[src/rtl/boot_uart_rx_pkg.sv]
`default_nettype none
// ============================================================================
// Module   : boot_pkg
// Brief    : Shared types and helpers for the boot-load UART path.
// Revision : 1.0
// ============================================================================
package boot_pkg;

  typedef enum logic [2:0] {
    RX_IDLE      = 3'd0,
    RX_START     = 3'd1,
    RX_DATA      = 3'd2,
    RX_STOP      = 3'd3,
    RX_WAIT_HIGH = 3'd4
  } rx_state_t;

  // Clocks per bit rounded to nearest; exact ties only arise with an even baud, so they round up.
  function automatic int uart_cpb(input longint clk_hz, input longint baud);
    return int'((2 * clk_hz + baud) / (2 * baud));
  endfunction

endpackage
`default_nettype wire

[src/rtl/boot_uart_rx_sync2.sv]
`default_nettype none
// ============================================================================
// Module   : boot_sync2
// Brief    : Two-flop synchronizer for asynchronous boot inputs.
// Revision : 1.0
// ============================================================================
module boot_sync2 #(
  parameter logic RESET_VALUE = 1'b1
) (
  input  logic clk,
  input  logic reset,
  input  logic i_d,
  output logic o_q
);

  logic r_meta;
  logic r_sync;

  always_ff @(posedge clk or posedge reset) begin
    if (reset) begin
      r_meta <= RESET_VALUE;
      r_sync <= RESET_VALUE;
    end else begin
      r_meta <= i_d;
      r_sync <= r_meta;
    end
  end

  assign o_q = r_sync;

endmodule
`default_nettype wire

[src/rtl/boot_uart_rx.sv]
`default_nettype none
// ============================================================================
// Module   : boot_uart_rx
// Brief    : 8N1 UART receiver feeding the boot hex parser; flags framing errors.
// Revision : 1.0
// ============================================================================
module boot_uart_rx
  import boot_pkg::*;
#(
  parameter int clk_frequency = 12_500_000,
  parameter int baud_rate     = 115_200,
  parameter int char_width    = 8
) (
  input  logic                  clk,
  input  logic                  reset,
  input  logic                  rx,
  output logic                  out_valid,
  output logic [char_width-1:0] out_char,
  output logic                  framing_error,
  output logic                  active
);

  localparam int CPB   = uart_cpb(clk_frequency, baud_rate);
  localparam int HALF  = CPB / 2;
  localparam int CNT_W = $clog2(CPB + 1);
  localparam int IDX_W = $clog2(char_width + 1);

  localparam logic [CNT_W-1:0] C_HALF_M1  = CNT_W'(HALF - 1);
  localparam logic [CNT_W-1:0] C_CPB_M1   = CNT_W'(CPB - 1);
  localparam logic [IDX_W-1:0] C_IDX_LAST = IDX_W'(char_width - 1);

  generate
    if (CPB < 4) begin : g_cpb_check
      $error("boot_uart_rx: clocks per bit must be at least 4");
    end
  endgenerate

  logic                  w_rx_s;
  logic                  w_sample;
  rx_state_t             r_state,    w_state_nxt;
  logic [CNT_W-1:0]      r_cnt,      w_cnt_nxt;
  logic [IDX_W-1:0]      r_idx,      w_idx_nxt;
  logic [char_width-1:0] r_shift,    w_shift_nxt;
  logic [char_width-1:0] r_out_char, w_out_char_nxt;
  logic                  r_valid,    w_valid_nxt;
  logic                  r_fe,       w_fe_nxt;

  boot_sync2 #(
    .RESET_VALUE (1'b1)
  ) u_rx_sync (
    .clk   (clk),
    .reset (reset),
    .i_d   (rx),
    .o_q   (w_rx_s)
  );

  always_ff @(posedge clk or posedge reset) begin
    if (reset) begin
      r_state    <= RX_IDLE;
      r_cnt      <= '0;
      r_idx      <= '0;
      r_shift    <= '0;
      r_out_char <= '0;
      r_valid    <= 1'b0;
      r_fe       <= 1'b0;
    end else begin
      r_state    <= w_state_nxt;
      r_cnt      <= w_cnt_nxt;
      r_idx      <= w_idx_nxt;
      r_shift    <= w_shift_nxt;
      r_out_char <= w_out_char_nxt;
      r_valid    <= w_valid_nxt;
      r_fe       <= w_fe_nxt;
    end
  end

  assign w_sample = (r_cnt == '0);

  always_comb begin
    w_state_nxt    = r_state;
    w_cnt_nxt      = r_cnt;
    w_idx_nxt      = r_idx;
    w_shift_nxt    = r_shift;
    w_out_char_nxt = r_out_char;
    w_valid_nxt    = 1'b0;
    w_fe_nxt       = 1'b0;

    // One counter paces every bit-timed state; IDLE and WAIT_HIGH just hold it.
    if (r_state == RX_START || r_state == RX_DATA || r_state == RX_STOP) begin
      w_cnt_nxt = w_sample ? C_CPB_M1 : r_cnt - CNT_W'(1);
    end

    case (r_state)
      RX_IDLE: begin
        if (!w_rx_s) begin
          w_state_nxt = RX_START;
          w_cnt_nxt   = C_HALF_M1;
        end
      end
      RX_START: begin
        if (w_sample) begin
          if (!w_rx_s) begin
            w_state_nxt = RX_DATA;
            w_idx_nxt   = '0;
          end else begin
            w_state_nxt = RX_IDLE;
          end
        end
      end
      RX_DATA: begin
        if (w_sample) begin
          w_shift_nxt = {w_rx_s, r_shift[char_width-1:1]};
          if (r_idx == C_IDX_LAST) begin
            w_state_nxt = RX_STOP;
          end else begin
            w_idx_nxt = r_idx + IDX_W'(1);
          end
        end
      end
      RX_STOP: begin
        if (w_sample) begin
          if (w_rx_s) begin
            w_out_char_nxt = r_shift;
            w_valid_nxt    = 1'b1;
            w_state_nxt    = RX_IDLE;
          end else begin
            w_fe_nxt    = 1'b1;
            w_state_nxt = RX_WAIT_HIGH;
          end
        end
      end
      RX_WAIT_HIGH: begin
        // A held-low line (break) must not be decoded as a stream of 0x00.
        if (w_rx_s) begin
          w_state_nxt = RX_IDLE;
        end
      end
      default: begin
        w_state_nxt = RX_IDLE;
      end
    endcase
  end

  assign out_valid     = r_valid;
  assign out_char      = r_out_char;
  assign framing_error = r_fe;
  assign active        = (r_state != RX_IDLE);

endmodule
`default_nettype wire
[config.mk]
export PLATFORM = sky130hd
export DESIGN_NAME = boot_uart_rx
export DESIGN_NICKNAME = d
export VERILOG_FILES = /design/src/rtl/boot_uart_rx_pkg.sv /design/src/rtl/boot_uart_rx_sync2.sv /design/src/rtl/boot_uart_rx.sv
export SDC_FILE = /design/constraint.sdc
export NUM_CORES = 1
export LEC_CHECK = 0
export BUFFER_PORTS_ARGS = -buffer_cell sky130_fd_sc_hd__buf_2
export CAP_MARGIN = 20
export CORE_ASPECT_RATIO = 0.7
export CORE_MARGIN = 2
export CORE_UTILIZATION = 30
export DETAILED_ROUTE_END_ITERATION = 8
export GPL_TIMING_DRIVEN = 0
export PLACE_DENSITY = 0.49
export SKIP_LAST_GASP = 1
export SYNTH_ARGS = -nofsm -noshare
export SYNTH_HDL_FRONTEND = slang
export SYNTH_SLANG_ARGS = --single-unit
[constraint.sdc]
create_clock -name clk -period 3.7 [get_ports clk]
set_input_delay 0.74 -clock clk [delete_from_list [all_inputs] [get_ports clk]]
set_output_delay 0.74 -clock clk [all_outputs]
set_load 0.01 [all_outputs]
==> flow_summary_export.csv, run 1 <==
group,metric,value,unit
timing,grt_setup_unrepaired,"false",
clock_tree,clock_path_buffers,2,
logic_synthesis,yosys.area_share.simple,16.4,%
floorplan,num_io_pins,14,
timing,period_minus_slack,2.50,ns
drt,viasPerCell,4.80,
global_route,grt_usage,11.4,%
drt,drt_first_pass_iters,4,
logic_synthesis,syn-cell-area,1550,sq um
power_and_ir_drop,ir_drop,0.187,mV
critical_path,worstPathRequired,3.87,ns
drt,drc,0,
clock_tree,tritoncts,"built",
global_route,grt_max_degree,19,
floorplan,die_area,5770,sq um
logic_synthesis,yosys_warnings,0,
global_route,grt_antenna_before_repair,0,
floorplan,start_util,31.7,%
timing,finalHoldViolCount,0,
critical_path,start_kind,"register",
logic_synthesis,synthMuxAreaShare,12.9,%
placement,gp_congestion,0.763,
logic_synthesis,synth_compound_area_share,10.3,%
clock_tree,clock-sinks,34,
global_route,grt_pass1_wl,5020,um
clock_tree,cts.repair.resized,0,
floorplan,die_y,64.1,um
logic_synthesis,synth_cell_types,36,
final_layout,areaGrowthSynthToFinish,18.6,%
global_route,gr-total-overflow,0,
final_layout,n_fill_cell,517,
clock_tree,root_buffer,"clkbuf_8",
timing,worst_slew_pin_slew,0.734,ns
critical_path,crit_fanout,8,
floorplan,dieWidth,89.9,um
clock_tree,clkLatencyLatePin,0.28,ns
logic_synthesis,synth_fp_nets,139,
worst_hold_path,hold_class,"reg2reg",
power_and_ir_drop,powerDensity,391,nW/um^2
clock_tree,cts-buffers-inserted,5,
final_layout,postLayoutCellArea,1840,sq um
timing,clock-skew-final,0.00219,ns
timing,fmax,0.401,GHz
job,maxCapViolCount,0,
final_layout,drive_gt1_share,29.0,%
power_and_ir_drop,leakage,0.870,nW
placement,postPlaceCellArea,1730,sq um
clock_tree,path_clk_slew,0.07,ns
drt,wl_per_cell,12.9,um
final_layout,num-nets-final,160,
timing,setup_viol,0,
floorplan,core,4890,sq um
critical_path,end_kind,"register",
logic_synthesis,postSynthAreaPerCell,11.7,sq um
drt,detail-route-antenna-nets,0,
global_route,grt_pass1_vias,1074,
clock_tree,h-tree-depth,2,
logic_synthesis,ys_ff_latch,34,
drt,drt_iter0_markers,78,
critical_path,cp.arrival,2.66,ns
run_status,outcome,"finished, final reports clean",
placement,io_buffers,13,
final_layout,layout_commonest_cell,"dfrtp_1",
logic_synthesis,seq_area_frac_synth,55.0,%
timing,fin_setup_tns,0,ns
logic_synthesis,synthAdderAreaFrac,2.42,%
placement,dp_hpwl,2120,um
clock_tree,cts_hold_buf,0,
logic_synthesis,synth_xor_xnor_area_share,0,%
logic_synthesis,netlist_instances,133,
timing,min_period_over_period,67.4,%
critical_path,worst-setup-path-type,"reg2reg",
drt,wirelength,2900,um
timing,drv_slew,0,
floorplan,rows,21,
logic_synthesis,synth_top_family_by_area,"simple AND/OR/NAND/NOR gates",
final_layout,mostFrequentLayoutCells,"dfrtp_1, mux2_2, buf_2",
timing,slew_headroom,51.0,%
drt,vias,1076,
clock_tree,cts_setup_buffers,0,
final_layout,diodes,0,
==> final timing paths <==
kind / depth (start not counted) / slack [ns] / to / from
worst max-delay path: 6 / 1.20 / out_char[0] / r_cnt[0]
worst min-delay path: 0 / 0.36 / u_rx_sync.o_q / u_rx_sync.r_meta
worst max register to register: 6 / 1.20 / out_char[0] / r_cnt[0]
worst min register to register: 0 / 0.36 / u_rx_sync.o_q / u_rx_sync.r_meta
max in group asynchronous: 3 / 2.51 / u_rx_sync.r_meta / reset
min in group asynchronous: 2 / 0.58 / r_shift[1] / reset
==> cell usage after synthesis <==
master,number,share of area (%)
nand4_1,1,0.40
or3_4,1,0.73
or4_4,1,0.73
o31ai_1,5,2.4
nor3b_1,2,0.97
nand3b_1,1,0.48
nand2_1,4,0.97
o21bai_1,1,0.48
nor3_1,2,0.65
a21oi_1,9,2.9
a311oi_1,2,1.1
ha_1,3,2.4
buf_6,1,0.73
nor2_1,10,2.4
or2_2,2,0.81
nor4b_1,1,0.57
a22oi_1,1,0.48
or3_1,4,1.6
or2b_1,1,0.48
inv_1,5,1.2
o311ai_0,1,0.57
dfstp_2,2,3.4
a211oi_1,1,0.48
dfrtp_1,32,52
o21ai_0,4,1.3
nor2b_1,2,0.81
mux2_2,16,12
and4_1,1,0.57
nand3_1,3,0.97
mux2i_1,2,1.3
or4_1,2,0.97
o41ai_1,1,0.57
and4b_1,1,0.65
clkbuf_1,4,0.97
and3_1,2,0.81
nor4_1,2,0.81
==> flip-flops by register name, summed over array words and instances, names as in the netlist <==
name	count
u_rx_sync.r_meta	1
r_idx	4
u_rx_sync.o_q	1
out_valid	1
r_shift	8
r_cnt	7
r_state	3
out_char	8
framing_error	1
==> logic make-up after synthesis <==
family / count (synthesis)
compound gates: 25
fa+ha+maj: 3
buf+inv: 10
flops: 34
mux: 18
simple gates: 43
==> per-stage QoR <==
stage / setup slack, ns / total power [mW] / util, % / instances / hold slack (ns)
6_report: 1.20 / 0.719 / 37.6 / 224 / 0.356
3_3_place_gp: 1.25 / 0.392 / 34.8 / 215 / 0.346
5_1_grt: 1.02 / 0.763 / 37.6 / 224 / 0.360
2_1_floorplan: 1.60 / 0.389 / - / 133 / 0.345
4_1_cts: 1.23 / 0.731 / 37.6 / 224 / 0.358
3_5_place_dp: 1.26 / 0.396 / 35.4 / 216 / 0.348
==> layer usage <==
layer | global-route usage, % | routed length, um | share of wire [%] | vias up
met5 | 0 | 0 | 0 | -
met4 | 4.62 | 40 | 1.4 | 0
met3 | 4.95 | 81 | 2.8 | 2
met2 | 16.4 | 1310 | 45 | 9
met1 | 15.1 | 1470 | 51 | 529
li1 | - | - | - | 536
==> where the power goes <==
group | internal, mW | switching, mW
sequential | 0.374 | 0.000260
clock | 0.198 | 0.132
combinational | 0.00440 | 0.0103
==> worst max-delay path: stages, from the launching register on <==
cell and delay, ns:
dfrtp_1 0.41, inv_1 0.09, ha_1 0.17, or2b_1 0.29, nor4_1 0.44, nand4_1 0.52, mux2_2 0.45
==> cell type report <==
cell class | instances | area, sq um | share of cell area [%]
inverter | 5 | 18.8 | 1.02
clock buffer | 5 | 68.8 | 3.74
buffer | 5 | 26.3 | 1.43
sequential | 34 | 853 | 46.4
clock inverter | 3 | 40.0 | 2.18
multi-input combinational | 89 | 652 | 35.5
timing repair buffer | 14 | 92.6 | 5.04
tap | 69 | 86.3 | 4.70
No activity file was read; power rests on OpenSTA's default activity.
==> inputs of run 2 (changes only) <==
PLACE_DENSITY = 0.51   (was 0.49)
clock period = 2 ns   (was 3.7 ns; I/O delays follow)
==> run 2 against run 1 <==
  * The flow now finishes with violations (setup timing)
  * Cell count is 5.4% higher
  * Non-clock buffer count up 12
  * Critical path depth unchanged
  * First-iteration DRC count grew 9.0%
  * Clock power increased by 82%
  * Cell area increased by 8.3%
==> flow_summary_export.csv, run 2 (same netlist as run 1, synthesis figures left out) <==
group,metric,value,unit
run_status,violations,"setup timing",
clock_tree,clock-sinks,34,
power_and_ir_drop,p_clk_share,45.6,%
drt,drt_first_pass_iters,5,
worst_hold_path,hold_class,"in2async",
floorplan,core,4890,sq um
final_layout,drive_gt1_share,40.7,%
clock_tree,cts-buffers-inserted,5,
critical_path,worstPathRequired,2.17,ns
critical_path,rr_worst_depth,6,
power_and_ir_drop,leakage,0.924,nW
final_layout,areaGrowthSynthToFinish,28.4,%
global_route,grt_usage,11.6,%
timing,fin_setup_tns,-0.0424,ns
job,maxCapViolCount,0,
critical_path,start_kind,"register",
timing,slew_headroom,56.4,%
critical_path,end_kind,"register",
floorplan,start_util,31.7,%
run_status,outcome,"complete, but fails checks",
timing,grt_setup_unrepaired,"true",
critical_path,endpoint,"out_char[3]",
clock_tree,clock_path_buffers,2,
floorplan,dieWidth,89.9,um
floorplan,die_area,5770,sq um
placement,gp_congestion,0.787,
placement,io_buffers,13,
final_layout,diodes,0,
clock_tree,root_buffer,"clkbuf_8",
timing,min_period_over_period,101,%
floorplan,die_y,64.1,um
critical_path,cp-startpoint,"r_cnt[3]",
timing,setup_viol,7,
power_and_ir_drop,p_comb_share,2.1,%
timing,finalHoldViolCount,0,
drt,wl_per_cell,13.1,um
global_route,grt_max_degree,21,
clock_tree,clkLatencyLatePin,0.28,ns
critical_path,crit_fanout,5,
final_layout,stdcell_count,236,
drt,drc,0,
critical_path,worst-setup-path-type,"reg2reg",
final_layout,mostFrequentLayoutCells,"dfrtp_1, mux2_2, buf_2",
timing,whs,0.191,ns
critical_path,r2r-start,"r_cnt[3]",
floorplan,num_io_pins,14,
power_and_ir_drop,p_sw_share,18.9,%
drt,drt_iter0_markers,85,
final_layout,num-nets-final,172,
placement,dp_hpwl,2110,um
timing,fmax,0.497,GHz
critical_path,regToRegEndpoint,"out_char[3]",
drt,viasPerCell,4.96,
power_and_ir_drop,power_frac_seq,52.3,%
floorplan,rows,21,
global_route,grt_antenna_before_repair,0,
clock_tree,cts_hold_buf,0,
power_and_ir_drop,finalPower,1.32,mW
timing,drv_slew,0,
final_layout,layout_commonest_cell,"dfrtp_1",
timing,worst_slew_pin_slew,0.652,ns
power_and_ir_drop,powerDensity,664,nW/um^2
drt,wirelength,3090,um
clock_tree,path_clk_slew,0.07,ns
clock_tree,h-tree-depth,2,
critical_path,cp.arrival,2.18,ns
global_route,gr-total-overflow,0,
timing,clock-skew-final,0.00785,ns
global_route,grt_pass1_vias,1107,
critical_path,ff2ff_setup_slack,-0.01,ns
timing,period_minus_slack,2.01,ns
drt,vias,1171,
power_and_ir_drop,ir_drop,0.352,mV
timing,setup_ws,-0.0126,ns
global_route,grt_pass1_wl,5290,um
clock_tree,tritoncts,"built",
power_and_ir_drop,power.switching,249,uW
drt,detail-route-antenna-nets,0,
power_and_ir_drop,intPower,1.07,mW
placement,dp.cells,216,
-- run 2: changes by cell type in the layout (fill, tap and decap cells not counted), moves of 2 or more --
cell / delta
dfrtp_1: -2
buf_4: +10
clkbuf_1: +2
buf_6: +2
inv_1: -2
clkinv_2: -2
dfrtp_2: +2
inv_2: +2
-- run 2: power by group through the flow --
stage	logic, mW	registers, mW	clock network [mW]
after CTS	0.0291	0.691	0.624
after detailed placement	0.0291	0.704	0
after global placement	0.0212	0.704	0
after global routing	0.0324	0.691	0.654
after floorplan	0.0144	0.704	0
final	0.0275	0.692	0.602
-- run 2: worst min-delay path by stage --
| stage | end | depth (start not counted) |
|---|---|---|
| 2_1_floorplan | u_rx_sync.o_q | 0 |
| 3_3_place_gp | u_rx_sync.o_q | 0 |
| 3_5_place_dp | u_rx_sync.o_q | 0 |
| 4_1_cts | out_char[2] | 2 |
| 5_1_grt | u_rx_sync.r_meta | 1 |
| 6_report | out_char[5] | 2 |
-- run 2: layer usage --
| layer | routed length, um | track usage, % | up-vias |
|---|---|---|---|
| met1 | 1470 | 15.5 | 568 |
| met5 | 0 | 0 | - |
| li1 | - | - | 564 |
| met4 | 57 | 5.19 | 0 |
| met3 | 119 | 2.83 | 7 |
| met2 | 1440 | 17.9 | 32 |
-- run 2: timing repair --
action	CTS	global route
pin swaps	8	6
buffers inserted	6	7
gates resized for setup	5	12
endpoints found under the setup margin	20	22
-- run 2: cell type report --
class | instances | area (sq um)
buffer | 4 | 15.0
clock buffer | 7 | 76.3
clock inverter | 1 | 30.0
fill | 494 | 2900
inverter | 5 | 18.8
multi-input combinational | 89 | 707
sequential | 34 | 856
tap | 69 | 86.3
timing repair buffer | 27 | 201
-- run 2: through the flow --
step | worst slack (ns) | cell area [sq um] | utilization, %
after floorplan | -0.0201 | 1560 | -
after global placement | -0.333 | 1710 | 34.9
after detailed placement | -0.352 | 1740 | 35.5
after CTS | -0.0937 | 1890 | 38.6
after global routing | -0.0724 | 1990 | 40.7
final | -0.0126 | 1990 | 40.7
-- run 2: critical path: stages (launching register included) --
cell	delay, ns
dfrtp_2	0.42
buf_6	0.13
or3_4	0.39
nor4_4	0.30
nand4_1	0.21
buf_6	0.19
mux2_2	0.26
